[config.mk]
export PLATFORM = sky130hd
export DESIGN_NAME = led_pwm_fader_flat
export DESIGN_NICKNAME = d
export VERILOG_FILES = /design/src/rtl/led_pwm_fader_pkg.sv /design/src/rtl/led_pwm_fader_if.sv /design/src/rtl/led_pwm_fader_fade_channel.sv /design/src/rtl/led_pwm_fader.sv /design/src/flat_wrapper.sv
export SDC_FILE = /design/constraint.sdc
export NUM_CORES = 1
export LEC_CHECK = 0
export ABC_AREA = 1
export CORE_AREA = 2 2 199 201
export CTS_CLUSTER_SIZE = 20
export DETAILED_ROUTE_END_ITERATION = 12
export DIE_AREA = 0 0 201 203
export SYNTH_ARGS = -nofsm -noshare
export SYNTH_HDL_FRONTEND = slang
export SYNTH_SLANG_ARGS = --single-unit
[constraint.sdc]
create_clock -name clk -period 7.2 [get_ports clk]
set_clock_uncertainty 0.2 [all_clocks]
set_input_delay 1.44 -clock clk [delete_from_list [all_inputs] [get_ports clk]]
set_output_delay 1.44 -clock clk [all_outputs]
set_load 0.05 [all_outputs]
[src/rtl/led_pwm_fader_pkg.sv]
// Shared constants and types for the LED PWM fader (optional LED_GAMMA_EN build).
// Defaults target a ~0.5 s full-scale fade at 50 MHz with 8-bit duty.
package led_pkg;

    localparam int unsigned PWM_BITS_DFLT = 8;
    localparam int unsigned DUTY_MAX_DFLT = (1 << PWM_BITS_DFLT) - 1;
    localparam int unsigned CLK_HZ        = 50_000_000;
    // Two full ramps' worth of steps per second gives a ~0.5 s full fade.
    localparam int unsigned FADE_DIV_DFLT = CLK_HZ / (2 * DUTY_MAX_DFLT);

    typedef logic [PWM_BITS_DFLT-1:0] duty_t;

    function automatic int unsigned cnt_width(input int unsigned n);
        return (n > 1) ? $clog2(n) : 1;
    endfunction

endpackage

[src/rtl/led_pwm_fader_if.sv]
// Pattern-in / pin-drive bundle between the LED pattern register and the fader.
interface led_pwm_fader_if #(
    parameter int unsigned N_LEDS = 8
);
    logic [N_LEDS-1:0] led_in;
    logic              enable;
    logic [N_LEDS-1:0] led_out;
    logic              fade_busy;
    logic              frame_start;

    modport master (output led_in, enable, input led_out, fade_busy, frame_start);
    modport slave  (input led_in, enable, output led_out, fade_busy, frame_start);
endinterface

[src/rtl/led_pwm_fader_fade_channel.sv]
// One LED channel: linear duty ramp toward on/off target, frame-latched duty, registered pin.
// LED_GAMMA_EN squares the frame duty before the PWM compare.
module led_fade_channel
    import led_pkg::*;
#(
    parameter int unsigned PWM_BITS = PWM_BITS_DFLT
) (
    input  logic                clk,
    input  logic                rst,
    input  logic                step_i,
    input  logic                frame_wrap_i,
    input  logic [PWM_BITS-1:0] pwm_cnt_i,
    input  logic                enable_i,
    input  logic                led_i,
    output logic                led_o,
    output logic                busy_o
);
    localparam logic [PWM_BITS-1:0] DUTY_MAX = '1;

    logic [PWM_BITS-1:0] target;
    logic [PWM_BITS-1:0] duty_q, duty_d;
    logic [PWM_BITS-1:0] active_q;
    logic [PWM_BITS-1:0] level;
    logic                led_q;

    assign target = led_i ? DUTY_MAX : '0;

    // Target is always an end stop, so stepping toward it can never wrap.
    always_comb begin
        duty_d = duty_q;
        if (step_i) begin
            if (duty_q < target)      duty_d = duty_q + 1'b1;
            else if (duty_q > target) duty_d = duty_q - 1'b1;
        end
    end

`ifdef LED_GAMMA_EN
    logic [2*PWM_BITS-1:0] active_w;
    logic [2*PWM_BITS-1:0] square;
    assign active_w = {{PWM_BITS{1'b0}}, active_q};
    assign square   = active_w * active_w;
    assign level    = square[2*PWM_BITS-1:PWM_BITS];
`else
    assign level = active_q;
`endif

    always_ff @(posedge clk or posedge rst) begin
        if (rst) begin
            duty_q   <= '0;
            active_q <= '0;
            led_q    <= 1'b0;
        end else begin
            duty_q <= duty_d;
            if (frame_wrap_i) active_q <= duty_q;
            led_q <= enable_i & ((active_q == DUTY_MAX) | (pwm_cnt_i < level));
        end
    end

    assign led_o  = led_q;
    assign busy_o = (duty_q != target);

endmodule

[src/rtl/led_pwm_fader.sv]
// LED PWM fader top: fade prescaler, shared PWM frame counter, per-LED fade channels.
// Build option LED_GAMMA_EN (see led_fade_channel) selects gamma-corrected brightness.
module led_pwm_fader
    import led_pkg::*;
#(
    parameter int unsigned N_LEDS   = 8,
    parameter int unsigned PWM_BITS = PWM_BITS_DFLT,
    parameter int unsigned FADE_DIV = FADE_DIV_DFLT
) (
    input logic           clk,
    input logic           rst,
    led_pwm_fader_if.slave bus
);
    localparam int unsigned     PS_W    = cnt_width(FADE_DIV);
    localparam logic [PS_W-1:0] PS_LAST = PS_W'(FADE_DIV - 1);

    logic [PS_W-1:0]     presc_q, presc_d;
    logic                step;
    logic [PWM_BITS-1:0] pwm_cnt_q;
    logic                frame_wrap;
    logic [N_LEDS-1:0]   busy_vec;
    logic [N_LEDS-1:0]   led_vec;
    logic                fade_busy_q;
    logic                frame_start_q;

    assign step       = (presc_q == PS_LAST);
    assign presc_d    = step ? '0 : presc_q + 1'b1;
    assign frame_wrap = (pwm_cnt_q == '1);

    always_ff @(posedge clk or posedge rst) begin
        if (rst) begin
            presc_q       <= '0;
            pwm_cnt_q     <= '0;
            fade_busy_q   <= 1'b0;
            frame_start_q <= 1'b0;
        end else begin
            presc_q       <= presc_d;
            pwm_cnt_q     <= pwm_cnt_q + 1'b1;
            fade_busy_q   <= |busy_vec;
            frame_start_q <= (pwm_cnt_q == '0);
        end
    end

    for (genvar i = 0; i < N_LEDS; i++) begin : g_ch
        led_fade_channel #(
            .PWM_BITS(PWM_BITS)
        ) u_ch (
            .clk         (clk),
            .rst         (rst),
            .step_i      (step),
            .frame_wrap_i(frame_wrap),
            .pwm_cnt_i   (pwm_cnt_q),
            .enable_i    (bus.enable),
            .led_i       (bus.led_in[i]),
            .led_o       (led_vec[i]),
            .busy_o      (busy_vec[i])
        );
    end

    assign bus.led_out     = led_vec;
    assign bus.fade_busy   = fade_busy_q;
    assign bus.frame_start = frame_start_q;

endmodule

[src/flat_wrapper.sv]
// flat-port wrapper written by rule: the top's interface ports become plain ports
module led_pwm_fader_flat import led_pkg::*;
#(
    parameter int unsigned N_LEDS   = 8,
    parameter int unsigned PWM_BITS = PWM_BITS_DFLT,
    parameter int unsigned FADE_DIV = FADE_DIV_DFLT
)
  (clk, rst, bus_led_in, bus_enable, bus_led_out, bus_fade_busy, bus_frame_start);
  led_pwm_fader_if #(.N_LEDS(N_LEDS)) bus_i ();
  input logic clk;
  input logic rst;
  input wire logic [$bits(bus_i.led_in)-1:0] bus_led_in;
  input wire logic [$bits(bus_i.enable)-1:0] bus_enable;
  output wire logic [$bits(bus_i.led_out)-1:0] bus_led_out;
  output wire logic [$bits(bus_i.fade_busy)-1:0] bus_fade_busy;
  output wire logic [$bits(bus_i.frame_start)-1:0] bus_frame_start;
  assign bus_i.led_in = bus_led_in;
  assign bus_i.enable = bus_enable;
  assign bus_led_out = bus_i.led_out;
  assign bus_fade_busy = bus_i.fade_busy;
  assign bus_frame_start = bus_i.frame_start;
  led_pwm_fader #(.N_LEDS(N_LEDS), .PWM_BITS(PWM_BITS), .FADE_DIV(FADE_DIV)) u_core (.clk(clk), .rst(rst), .bus(bus_i));
endmodule
==> results.sh <==
export IMPL_cp_common_cell="nand2_1"
export IMPL_ant_nets=0
export IMPL_h_tree_depth=4
export IMPL_setup_violations=0
export IMPL_finalSetupTns_ns=0
export IMPL_synth_area_leaders="dfrtp_1, ha_1, nand2_1"
export IMPL_start_util_pct=29.7
export IMPL_fin_nets=1643
export IMPL_clk_path_buf_depth=2
export IMPL_routed_wirelength_mm=24.2
export IMPL_reg2reg_depth=8
export IMPL_num_io_pins=21
export IMPL_clk_latency_ns=0.43
export IMPL_clk_pin_slew_ns=0.07
export IMPL_multi_input_area_um2=6500
export IMPL_synthDistinctLibCells=27
export IMPL_worstSetupEndpointType="flip-flop"
export IMPL_cpMaxStageDelayCell="clkdlybuf4s50_1"
export IMPL_yosysWarnings=0
export IMPL_netlist_instances=1440
export IMPL_synth_top_area_cell="dfrtp_1"
export IMPL_p_leak_nw=6.71
export IMPL_report_final_slew_viol_count=0
export IMPL_drtIter0Drc=392
export IMPL_grt_usage_pct=12.5
export IMPL_grt_pass1_vias=9018
export IMPL_worst_slew_pin_slew_ns=1.21
export IMPL_syn_area_um2=11400
export IMPL_cts_hold_buf=0
export IMPL_ys_ff_latch=163
export IMPL_finalHoldViolations=0
export IMPL_via_count=9182
export IMPL_whs_ns=0.279
export IMPL_regArea_um2=4080
export IMPL_reg2reg_slack_ns=4.22
export IMPL_cts_made_buffers=17
export IMPL_gp_congestion=0.842
export IMPL_path_class="in -> reg"
export IMPL_cts_resized_gates=0
export IMPL_route_detailed_drc=0
export IMPL_dieArea_um2=40800
export IMPL_area_growth_pct=11.9
export IMPL_tritoncts="built"
export IMPL_power_mw=1.96
export IMPL_drive_above_1_share_pct=2.59
export IMPL_critPathArrivalTime_ns=4.27
export IMPL_max_vdd_ir_drop_mv=0.128
export IMPL_cap_violations=0
export IMPL_die_x_um=201
export IMPL_wl_per_cell_um=12.2
export IMPL_p_per_area_nw_per_um2=153
export IMPL_timing_rr_start="u_core.pwm_cnt_q[1]$_DFF_PP0_"
export IMPL_maxSlewHeadroom_pct=19.2
export IMPL_coreArea_um2=38500
export IMPL_crit_end="u_core.g_ch[0].u_ch.duty_q[7]$_DFFE_PP0P_"
export IMPL_seq_area_frac_synth_pct=35.7
export IMPL_antenna_found_initial=0
export IMPL_synth_area_per_cell_um2=7.94
export IMPL_worstPathCellList="clkdlybuf4s50_1 > inv_1 > ha_1 > a21oi_1 > nor2_1 > nor2_1 > nand2_1 > ha_1 > or2_2 > nand2_1 > nor2_1 > nor2_1 > inv_1 > nand2_1 > nand2_1 > o21ai_0 > nand2_1"
export IMPL_cts_root_buf="clkbuf_16"
export IMPL_avgViaCountPerCell=4.63
export IMPL_fill_cells=4011
export IMPL_overflow=0
export IMPL_crit_required_ns=7.31
export IMPL_n_antenna_cell=0
export IMPL_cp_start_kind="input port"
export IMPL_port_buffers=20
export IMPL_crit_path_start="bus_led_in[0]"
export IMPL_synthDominantCellAreaShare_pct=35.7
export IMPL_min_path_type="reg -> reg"
export IMPL_syn_nets=1631
export IMPL_drtPass1Iterations=6
export IMPL_clock_sinks=163
export IMPL_rows=72
export IMPL_final_common_cell="nand2_1"
export IMPL_die_h_um=203
export IMPL_status="complete, no violations"
export IMPL_placed_area_um2=12200
export IMPL_min_period_over_period_pct=57.8
export IMPL_fmax_mhz=240
export IMPL_grt_max_degree=129
export IMPL_fin_area_um2=12800
export IMPL_layout_common_cells="nand2_1, inv_1, ha_1"
export IMPL_grt_setup_unrepaired="false"
export IMPL_grt_pass1_wl_mm=42.3
export IMPL_post_dp_hpwl_mm=17.7
export IMPL_r2r_end="u_core.g_ch[1].u_ch.active_q[3]$_DFFE_PP0N_"
export IMPL_cpPeakStageDelay_ns=0.48
export IMPL_path_max_fanout=9
export IMPL_cts_setup_buffers=0
export IMPL_period_needed_ns=4.16
==> metrics by stage <==
| step | setup slack (ns) | cells | util, % |
|---|---|---|---|
| floorplan | 1.16 | 1440 | - |
| global placement | 2.67 | 1951 | 31.6 |
| detailed placement | 2.58 | 1951 | 31.6 |
| CTS | 3.05 | 1983 | 33.2 |
| global route | 2.67 | 1983 | 33.2 |
| finish | 3.04 | 1983 | 33.2 |
==> how the worst min path moves through the flow <==
| stage | startpoint | end | slack, ns | depth (start not counted) |
|---|---|---|---|---|
| after floorplan | u_core.presc_q[16]$_DFF_PP0_ | u_core.presc_q[16]$_DFF_PP0_ | 0.23 | 1 |
| after global placement | u_core.presc_q[16]$_DFF_PP0_ | u_core.presc_q[16]$_DFF_PP0_ | 0.26 | 1 |
| after detailed placement | u_core.presc_q[16]$_DFF_PP0_ | u_core.presc_q[16]$_DFF_PP0_ | 0.27 | 1 |
| after CTS | u_core.presc_q[16]$_DFF_PP0_ | u_core.presc_q[16]$_DFF_PP0_ | 0.28 | 1 |
| after global routing | u_core.presc_q[16]$_DFF_PP0_ | u_core.presc_q[16]$_DFF_PP0_ | 0.29 | 1 |
| final | u_core.presc_q[16]$_DFF_PP0_ | u_core.presc_q[16]$_DFF_PP0_ | 0.28 | 1 |
==> state kept, by name, indices dropped and copies added (netlist names) <==
name	cells
u_core.bus.frame_start	1
u_core.g_ch.u_ch.active_q	64
u_core.pwm_cnt_q	8
u_core.g_ch.u_ch.led_o	8
u_core.presc_q	17
u_core.bus.fade_busy	1
u_core.g_ch.u_ch.duty_q	64
==> power by group <==
part	leakage [nW]	switching (mW)	total, mW	internal [mW]
Sequential	2.20	0	0.916	0.916
Combinational	4.21	0.0438	0.0621	0.0183
Clock	0.290	0.394	0.979	0.585
Total	6.71	0.437	1.96	1.52
==> synthesized netlist by cell type <==
library cell,instances
fa_1,8
clkbuf_1,14
nor3b_4,1
nand3_1,49
o21bai_1,1
a31oi_1,10
dfrtp_1,163
nor2_1,120
or2_2,1
o21ai_1,6
a211oi_1,8
nor4_1,16
and3_1,1
nor3_1,10
a21oi_1,123
nand3b_1,1
buf_4,9
nor2_4,1
inv_1,187
nand4_1,29
ha_1,172
xor2_1,42
o21ai_0,82
a21o_1,15
buf_2,6
nand2_1,351
xnor2_1,14
==> cell families after synthesis <==
logic type                 synth area share, %
AOI/OAI and AO/OA                         11.4
DFF                                       35.7
buffers and inverters                     7.46
and+or+nand+nor                           21.0
adders and majority gates                 20.2
xor gates and xnor gates                  4.29
==> worst max-delay path, delay by kind of cell <==
kind | cells | cell delay (ns)
compound gates | 2 | 0.29
buf+inv | 3 | 0.67
simple gates | 10 | 1.13
fa+ha+maj | 2 | 0.75
==> layout make-up <==
type                            count  share of cell area, %
Clock buffer                       18                   3.36
Clock inverter                     14                   1.58
Inverter                          187                   5.53
Multi-Input combinational cell   1061                   50.9
Sequential cell                   163                   31.9
Tap cell                          518                   5.07
Timing Repair Buffer               22                   1.68
==> metal layers <==
| layer | track usage, % | vias up | wire, um |
|---|---|---|---|
| met5 | 0 | - | 0 |
| met4 | 4.02 | 0 | 354 |
| met3 | 1.91 | 25 | 573 |
| met2 | 21.8 | 102 | 11700 |
| met1 | 15.7 | 4281 | 11600 |
| li1 | - | 4774 | - |
Power figures use the tool's default switching activity.
